===== config.mk =====
export PLATFORM = sky130hd
export DESIGN_NAME = uart_rx
export DESIGN_NICKNAME = d
export VERILOG_FILES = /design/src/rtl/uart_pkg.sv /design/src/rtl/bit_sync.sv /design/src/rtl/uart_rx.sv
export SDC_FILE = /design/constraint.sdc
export NUM_CORES = 1
export LEC_CHECK = 0
export CAP_MARGIN = 20
export CORE_MARGIN = 1.5
export CORE_UTILIZATION = 50
export DETAILED_ROUTE_END_ITERATION = 8
export HOLD_SLACK_MARGIN = 0.03
export PLACE_DENSITY_LB_ADDON = 0.3
export SLEW_MARGIN = 15
export SYNTH_ARGS = -nofsm -noshare
export SYNTH_HDL_FRONTEND = slang
export SYNTH_HIERARCHICAL = 1
export SYNTH_SLANG_ARGS = --single-unit

===== constraint.sdc =====
create_clock -name clk -period 2.3 [get_ports clk]
set_input_delay 0.345 -clock clk [delete_from_list [all_inputs] [get_ports clk]]
set_output_delay 0.345 -clock clk [all_outputs]
set_load 0.02 [all_outputs]

===== src/rtl/uart_pkg.sv =====
// uart_pkg: shared UART defaults, FSM encoding and baud-tick divider formula
package uart_pkg;
  localparam int CLK_HZ = 100_000_000;
  localparam int OVS_DEF = 8;
  localparam int DATA_BITS_DEF = 8;
  localparam logic [1:0] IDLE = 2'd0, START = 2'd1, DATA = 2'd2, STOP = 2'd3;
  function automatic int tick_div(input int baud, input int ovs);
    return CLK_HZ / (baud * ovs);
  endfunction
endpackage


===== src/rtl/bit_sync.sv =====
// bit_sync: two-flop synchronizer for an asynchronous input, reset to RST_VAL
module bit_sync #(
  parameter logic RST_VAL = 1'b0
) (
  input  logic clk,
  input  logic rst,
  input  logic d,
  output logic q
);
  logic m;
  always_ff @(posedge clk or posedge rst)
    if (rst) {q, m} <= {RST_VAL, RST_VAL};
    else     {q, m} <= {m, d};
endmodule


===== src/rtl/uart_rx.sv =====
// uart_rx: 8N1 receiver on an OVS-times oversampled tick, one-cycle done/error strobes
module uart_rx
  import uart_pkg::*;
#(
  parameter int OVS       = OVS_DEF,
  parameter int DATA_BITS = DATA_BITS_DEF
) (
  input  logic                 clk,
  input  logic                 rst,
  input  logic                 b_tick,
  input  logic                 rx,
  output logic [DATA_BITS-1:0] rx_data,
  output logic                 rx_done,
  output logic                 rx_busy,
  output logic                 frame_err
);
  localparam int TW = $clog2(OVS);
  localparam int BW = $clog2(DATA_BITS);
  localparam logic [TW-1:0] T_HALF = TW'(OVS / 2 - 1);
  localparam logic [TW-1:0] T_LAST = TW'(OVS - 1);
  localparam logic [BW-1:0] B_LAST = BW'(DATA_BITS - 1);
  logic                 rx_s;
  logic [1:0]           state, state_n;
  logic [TW-1:0]        tick_cnt, tick_n;
  logic [BW-1:0]        bit_cnt, bit_n;
  logic [DATA_BITS-1:0] shift, shift_n, rx_data_n;
  logic                 done_n, err_n;
  bit_sync #(.RST_VAL(1'b1)) u_sync (.clk(clk), .rst(rst), .d(rx), .q(rx_s));
  assign rx_busy = state != IDLE;
  always_comb begin
    state_n   = state;
    tick_n    = tick_cnt;
    bit_n     = bit_cnt;
    shift_n   = shift;
    rx_data_n = rx_data;
    done_n    = 1'b0;
    err_n     = 1'b0;
    case (state)
      IDLE: if (!rx_s) begin
        tick_n  = '0;
        state_n = START;
      end
      START: if (b_tick) begin
        tick_n = tick_cnt + 1'b1;
        if (tick_cnt == T_HALF) begin
          tick_n  = '0;
          bit_n   = '0;
          state_n = rx_s ? IDLE : DATA;
        end
      end
      DATA: if (b_tick) begin
        tick_n = (tick_cnt == T_LAST) ? '0 : tick_cnt + 1'b1;
        if (tick_cnt == T_LAST) begin
          shift_n = {rx_s, shift[DATA_BITS-1:1]};
          bit_n   = bit_cnt + 1'b1;
          state_n = (bit_cnt == B_LAST) ? STOP : DATA;
        end
      end
      default: if (b_tick) begin
        tick_n = tick_cnt + 1'b1;
        // leave at mid-stop-bit so an immediately following start edge is caught
        if (tick_cnt == T_LAST) begin
          tick_n    = '0;
          state_n   = IDLE;
          done_n    = rx_s;
          err_n     = !rx_s;
          rx_data_n = rx_s ? shift : rx_data;
        end
      end
    endcase
  end
  always_ff @(posedge clk or posedge rst)
    if (rst) begin
      state     <= IDLE;
      tick_cnt  <= '0;
      bit_cnt   <= '0;
      shift     <= '0;
      rx_data   <= '0;
      rx_done   <= 1'b0;
      frame_err <= 1'b0;
    end else begin
      state     <= state_n;
      tick_cnt  <= tick_n;
      bit_cnt   <= bit_n;
      shift     <= shift_n;
      rx_data   <= rx_data_n;
      rx_done   <= done_n;
      frame_err <= err_n;
    end
endmodule


# Word-level counts from Yosys, hierarchy flattened
# Index checks and enable logic that the tools add are counted.
# classes
addsub	2
eq_ne	10
n_mux	27
bitwise	1
n_reduce_logical	12
# op_table
cell	n
2-to-1 mux 3 bit	9
2-to-1 mux 2 bit	8
case mux 3 bit (2 select lines)	2
!= test 2 bit, second input constant	5
2-to-1 mux 1 bit	7
AND reduction 7 bit	1
adder 3 x 1 -> 3 bit, second input constant	2
equality test 3 bit, second input constant	2
case mux 2 bit (3 select lines)	1
AND reduction 3 bit	2
nonzero test 2 bit	3
AND reduction 5 bit	1
AND reduction 4 bit	1
equality test 3 x 2 -> 1 bit, second input constant	1
nonzero test 3 bit	1
OR reduction 3 bit	1
equality test 2 x 1 -> 1 bit, second input constant	1
equality test 2 bit, second input constant	1
logical NOT 2 bit	1
logical NOT 1 bit	1
NOT 1 bit	1
# word_totals
regBits	28
input_bits	4
out_inout_bits	11
elab_cells	61

# Depth between registers and ports, before layout
# depth
ltp_word	5
mapped_depth	6
mapped_depth_nobuf	6

# Modules after synthesis
# The synthesis kept the hierarchy.
# by_module_without_submodules
mod	n_inst	cells_per_inst	area_each_um2	seq_area_each_um2
uart_rx	1	92	1238.7	650.6
bit_sync	1	3	56.3	52.6

# Least setup slack after synthesis
# No wires, ideal clock.
# synth_timing
kind	reg-to-reg
from	reg tick_cnt[0]
to	reg bit_cnt[0]
setup_ns	0.125
arrival_ns	1.529
required_time_ns	2.175
slack_ns	0.647
stages_incl_launch_ff	6
n_path_buf	0
period_less_slack_ns	1.653
cell_sequence	dfrtp_1 > ha_1 > ha_1 > and3b_1 > o21ai_2 > mux2_2
# synth_between
elab_chain_cells	3
elab_cells_between_ends	5
classes_between	eq/ne (4); reduce/logical (1)
# synth_lines
item	line_no	rtl
start, declared	uart_rx.sv:24	logic [TW-1:0] tick_cnt, tick_n;
start signal, assigned	uart_rx.sv:83	tick_cnt <= tick_n;
equality test 3 bit or equality test 3 x 2 -> 1 bit (tied branches)	uart_rx.sv:53, uart_rx.sv:45	
!= test 2 bit (no source line)	n/a	
AND reduction 5 bit (no source line) *	n/a	
end signal, assigned	uart_rx.sv:84	bit_cnt <= bit_n;
end, declared	uart_rx.sv:25	logic [BW-1:0] bit_cnt, bit_n;
# Mark *: on every way between the ends. The rest lies on a longest branch, timed or not.
# A chain may end at the register's enable or synchronous reset.

# Worst setup path after layout
# layout_timing
from	reg state[1]
to	out rx_busy
# layout_between
elab_chain_cells	1
# layout_lines
item	line_no	rtl
start, declared	uart_rx.sv:23	logic [1:0] state, state_n;
start signal, assigned	uart_rx.sv:82	state <= state_n;
nonzero test 2 bit	uart_rx.sv:29	assign rx_busy = state != IDLE;
end, declared	uart_rx.sv:14	output logic rx_busy,
# Every way passes these cells.

==> run summary <==
Outcome - completed
Syn_nets - 105
Gpl congestion - 0.804
RSZ-0062 raised after global routing - false
Max Fclk - 0.479 GHz
ANT nets after route - 0
PnR worst setup slack - 212 ps
DIE AREA - 2900 um^2
Global-route usage over all layers - 16.0%
Switch share - 29.7%
1st-pass router iterations - 3
Clock network power share - 24.5%
Clock root buffer master - clkbuf_4
Power Density - 855 nW/um^2
Post-detailed-route wirelength per cell - 13.2 um
TritonCTS clock tree - done
Power Internal - 0.000912 W
Global routing usage on met1 - 20.4%
Clk buf depth - 2
Post-route minimum period - 2090 ps
Post-Syn Area per Cell - 13.6 um^2
Antenna violations before repair - 0
Reg-to-reg slack, setup - 480 ps
Drc violations - 0
GRT Residual Overflow - 0
Max-Slew Margin vs Limit - 74.1%
TritonCTS sink count - 28
Number of global-route vias before repair - 742
Core Box Area - 2450 um^2
Post-cts resize count - 0
VDD IR max - 0.000533 V
Crit end category - output pin
Grt met3 use - 3.33%
Pre-CTS WS - 420 ps
Reg-to-reg endpoint - state[0]
Synth Instances - 95
Multi-input logic area - 543 um^2
Tcrit/Tclk final - 90.8%
Die Span Y - 53.9 um
Slew @ Worst Pin - 388 ps
Post-CTS setup buffer count - 0
Final setup fails - 0
Fin Setup TNS - 0 ps
Via count - 738
Leak pwr - 0.764 nW
Net Sw Power - 0.000386 W
Dpl hpwl - 1360 um
Seq/Total Area, Yosys - 54.3%
Clk slew on worst S/H paths - 140 ps
CTS Hold Bufs - 0
Crit path to - rx_busy
Crit path DAT - 1740 ps
Critical path origin - state[1]
Sequential power share - 49.2%
# fillers - 206
Layout Area Growth over Synthesis - 17.2%
Warnings from Yosys - 6
Register area - 703 um^2
Path depth of the worst reg2reg path - 5
# rows - 18
Effective utilization at floorplan - 52.8%
Number of buffers created by CTS - 3
# diodes - 0
Port buffer count - 14
Final Max Tran Viols - 0
Initial DRC Count - 1
Worst-Skew Late Latency - 320 ps
H-tree levels - 1
Routed WL - 1880 um
Post-synth cell types - 25
Worst EP required - 1960 ps
R2R Path Start - tick_cnt[0]
Final #Nets - 123
Flops & latches, synth - 28
Hold/Removal Path Class - input port to asynchronous set/reset pin
Ports - 15
Crit path launch type - flip-flop
Layout cell share with drive strength beyond 1 - 33.0%
WHS - 351 ps
Gr busiest metal - met2
Met2 usage - 27.0%
Power share of the combinational group - 26.3%
Final Hold Viols - 0
Largest net degree at the start of global routing - 27
Crit-path max FO - 13
Max Cap Viol - 0
Kind of critical path - flip-flop to output pin
Vias/cell - 5.20
First-pass GRT wire length - 3280 um
Skew final - 10.9 ps
Horiz. Die Dim - 53.9 um
Mapped Area - 1290 um^2
Final Cell Area - 1520 um^2
Post-DP Area - 1470 um^2
power by group through the flow:
stage | clock [W] | combinational (W) | sequential (W)
6_report | 0.000317 | 0.000342 | 0.000639
3_5_place_dp | 0 | 0.000345 | 0.000647
3_3_place_gp | 0 | 0.000326 | 0.000639
2_1_floorplan | 0 | 0.000322 | 0.000597
4_1_cts | 0.000324 | 0.000349 | 0.000637
5_1_grt | 0.000342 | 0.000381 | 0.000650
registers in the layout, indices dropped and copies added, names as in the netlist:
signal,cells
bit_cnt,3
frame_err,1
rx_data,8
rx_done,1
shift,8
state,2
tick_cnt,3
u_sync/m,1
u_sync/q,1
cell type report:
class | count | area share (%)
Timing Repair Buffer | 15 | 9.73
Inverter | 9 | 2.23
Multi-Input combinational cell | 56 | 35.8
Sequential cell | 28 | 46.3
Tap cell | 30 | 2.47
Clock inverter | 1 | 1.98
Clock buffer | 3 | 1.48
Yosys cell counts, drive strengths merged:
cell type | count | area (um^2)
a211oi | 1 | 12.5
a21oi | 1 | 5.00
a2bb2o | 1 | 20.0
and2b | 2 | 16.3
and3b | 2 | 17.5
and4 | 1 | 11.3
buf | 2 | 15.0
dfrtp | 26 | 651
dfstp | 2 | 52.6
ha | 6 | 75.1
inv | 9 | 33.8
mux2 | 19 | 214
mux2i | 3 | 30.0
nand2 | 6 | 30.0
nand3 | 3 | 27.5
nor2b | 2 | 12.5
nor3b | 1 | 12.5
o21ai | 5 | 32.5
o41ai | 1 | 8.76
or2 | 1 | 6.26
or3 | 1 | 11.3
kinds of logic after synthesis:
logic type	share of synthesized area (%)
adders and majority gates	5.80
and+or+nand+nor	11.2
DFF	54.3
muxes	18.8
AOI/OAI and AO/OA	6.09
buffers and inverters	3.77
worst min path at each step:
stage / startpoint / to / slack (ps) / depth (start not counted)
2_1_floorplan: rst / u_sync/m / 260 / 1
3_3_place_gp: u_sync/m / u_sync/q / 350 / 0
3_5_place_dp: u_sync/m / u_sync/q / 350 / 0
4_1_cts: rst / u_sync/m / 340 / 2
5_1_grt: rst / u_sync/m / 350 / 2
6_report: rst / u_sync/m / 350 / 2
worst max-delay path, stage by stage (launching register included):
cell and delay (ps):
dfrtp_1 550, or2_2 350, clkdlybuf4s50_1 540
stage by stage:
stage / std cells / utilization [%] / total power, W
floorplan: 95 / - / 0.000919
global route: 142 / 61.8 / 0.00137
finish: 142 / 61.8 / 0.00130
detailed placement: 138 / 59.7 / 0.000992
CTS: 142 / 61.8 / 0.00131
global placement: 138 / 59.7 / 0.000965
placed cells by master (no fill, tap or decap), drive strengths merged:
cell and instances:
clkdlybuf4s50 14, ha 6, o21ai 5, o41ai 1
a21oi 1, and3b 2, and4 1, a2bb2o 1
mux2i 3, dfstp 2, mux2 19, dfrtp 26
or3 1, clkbuf 3, inv 9, nor2b 2
nand2 6, and2b 2, buf 1, a211oi 1
nor3b 1, bufinv 1, nand3 3, or2 1
layer usage:
metal  share of wire [%]  vias up  routed length, um
li1                    -      363                  -
met1                  48      365                891
met2                  49        8                924
met3                 2.4        2                 45
met4                0.69        0                 13
met5                   0        -                  0
Power figures use the tool's default switching activity.
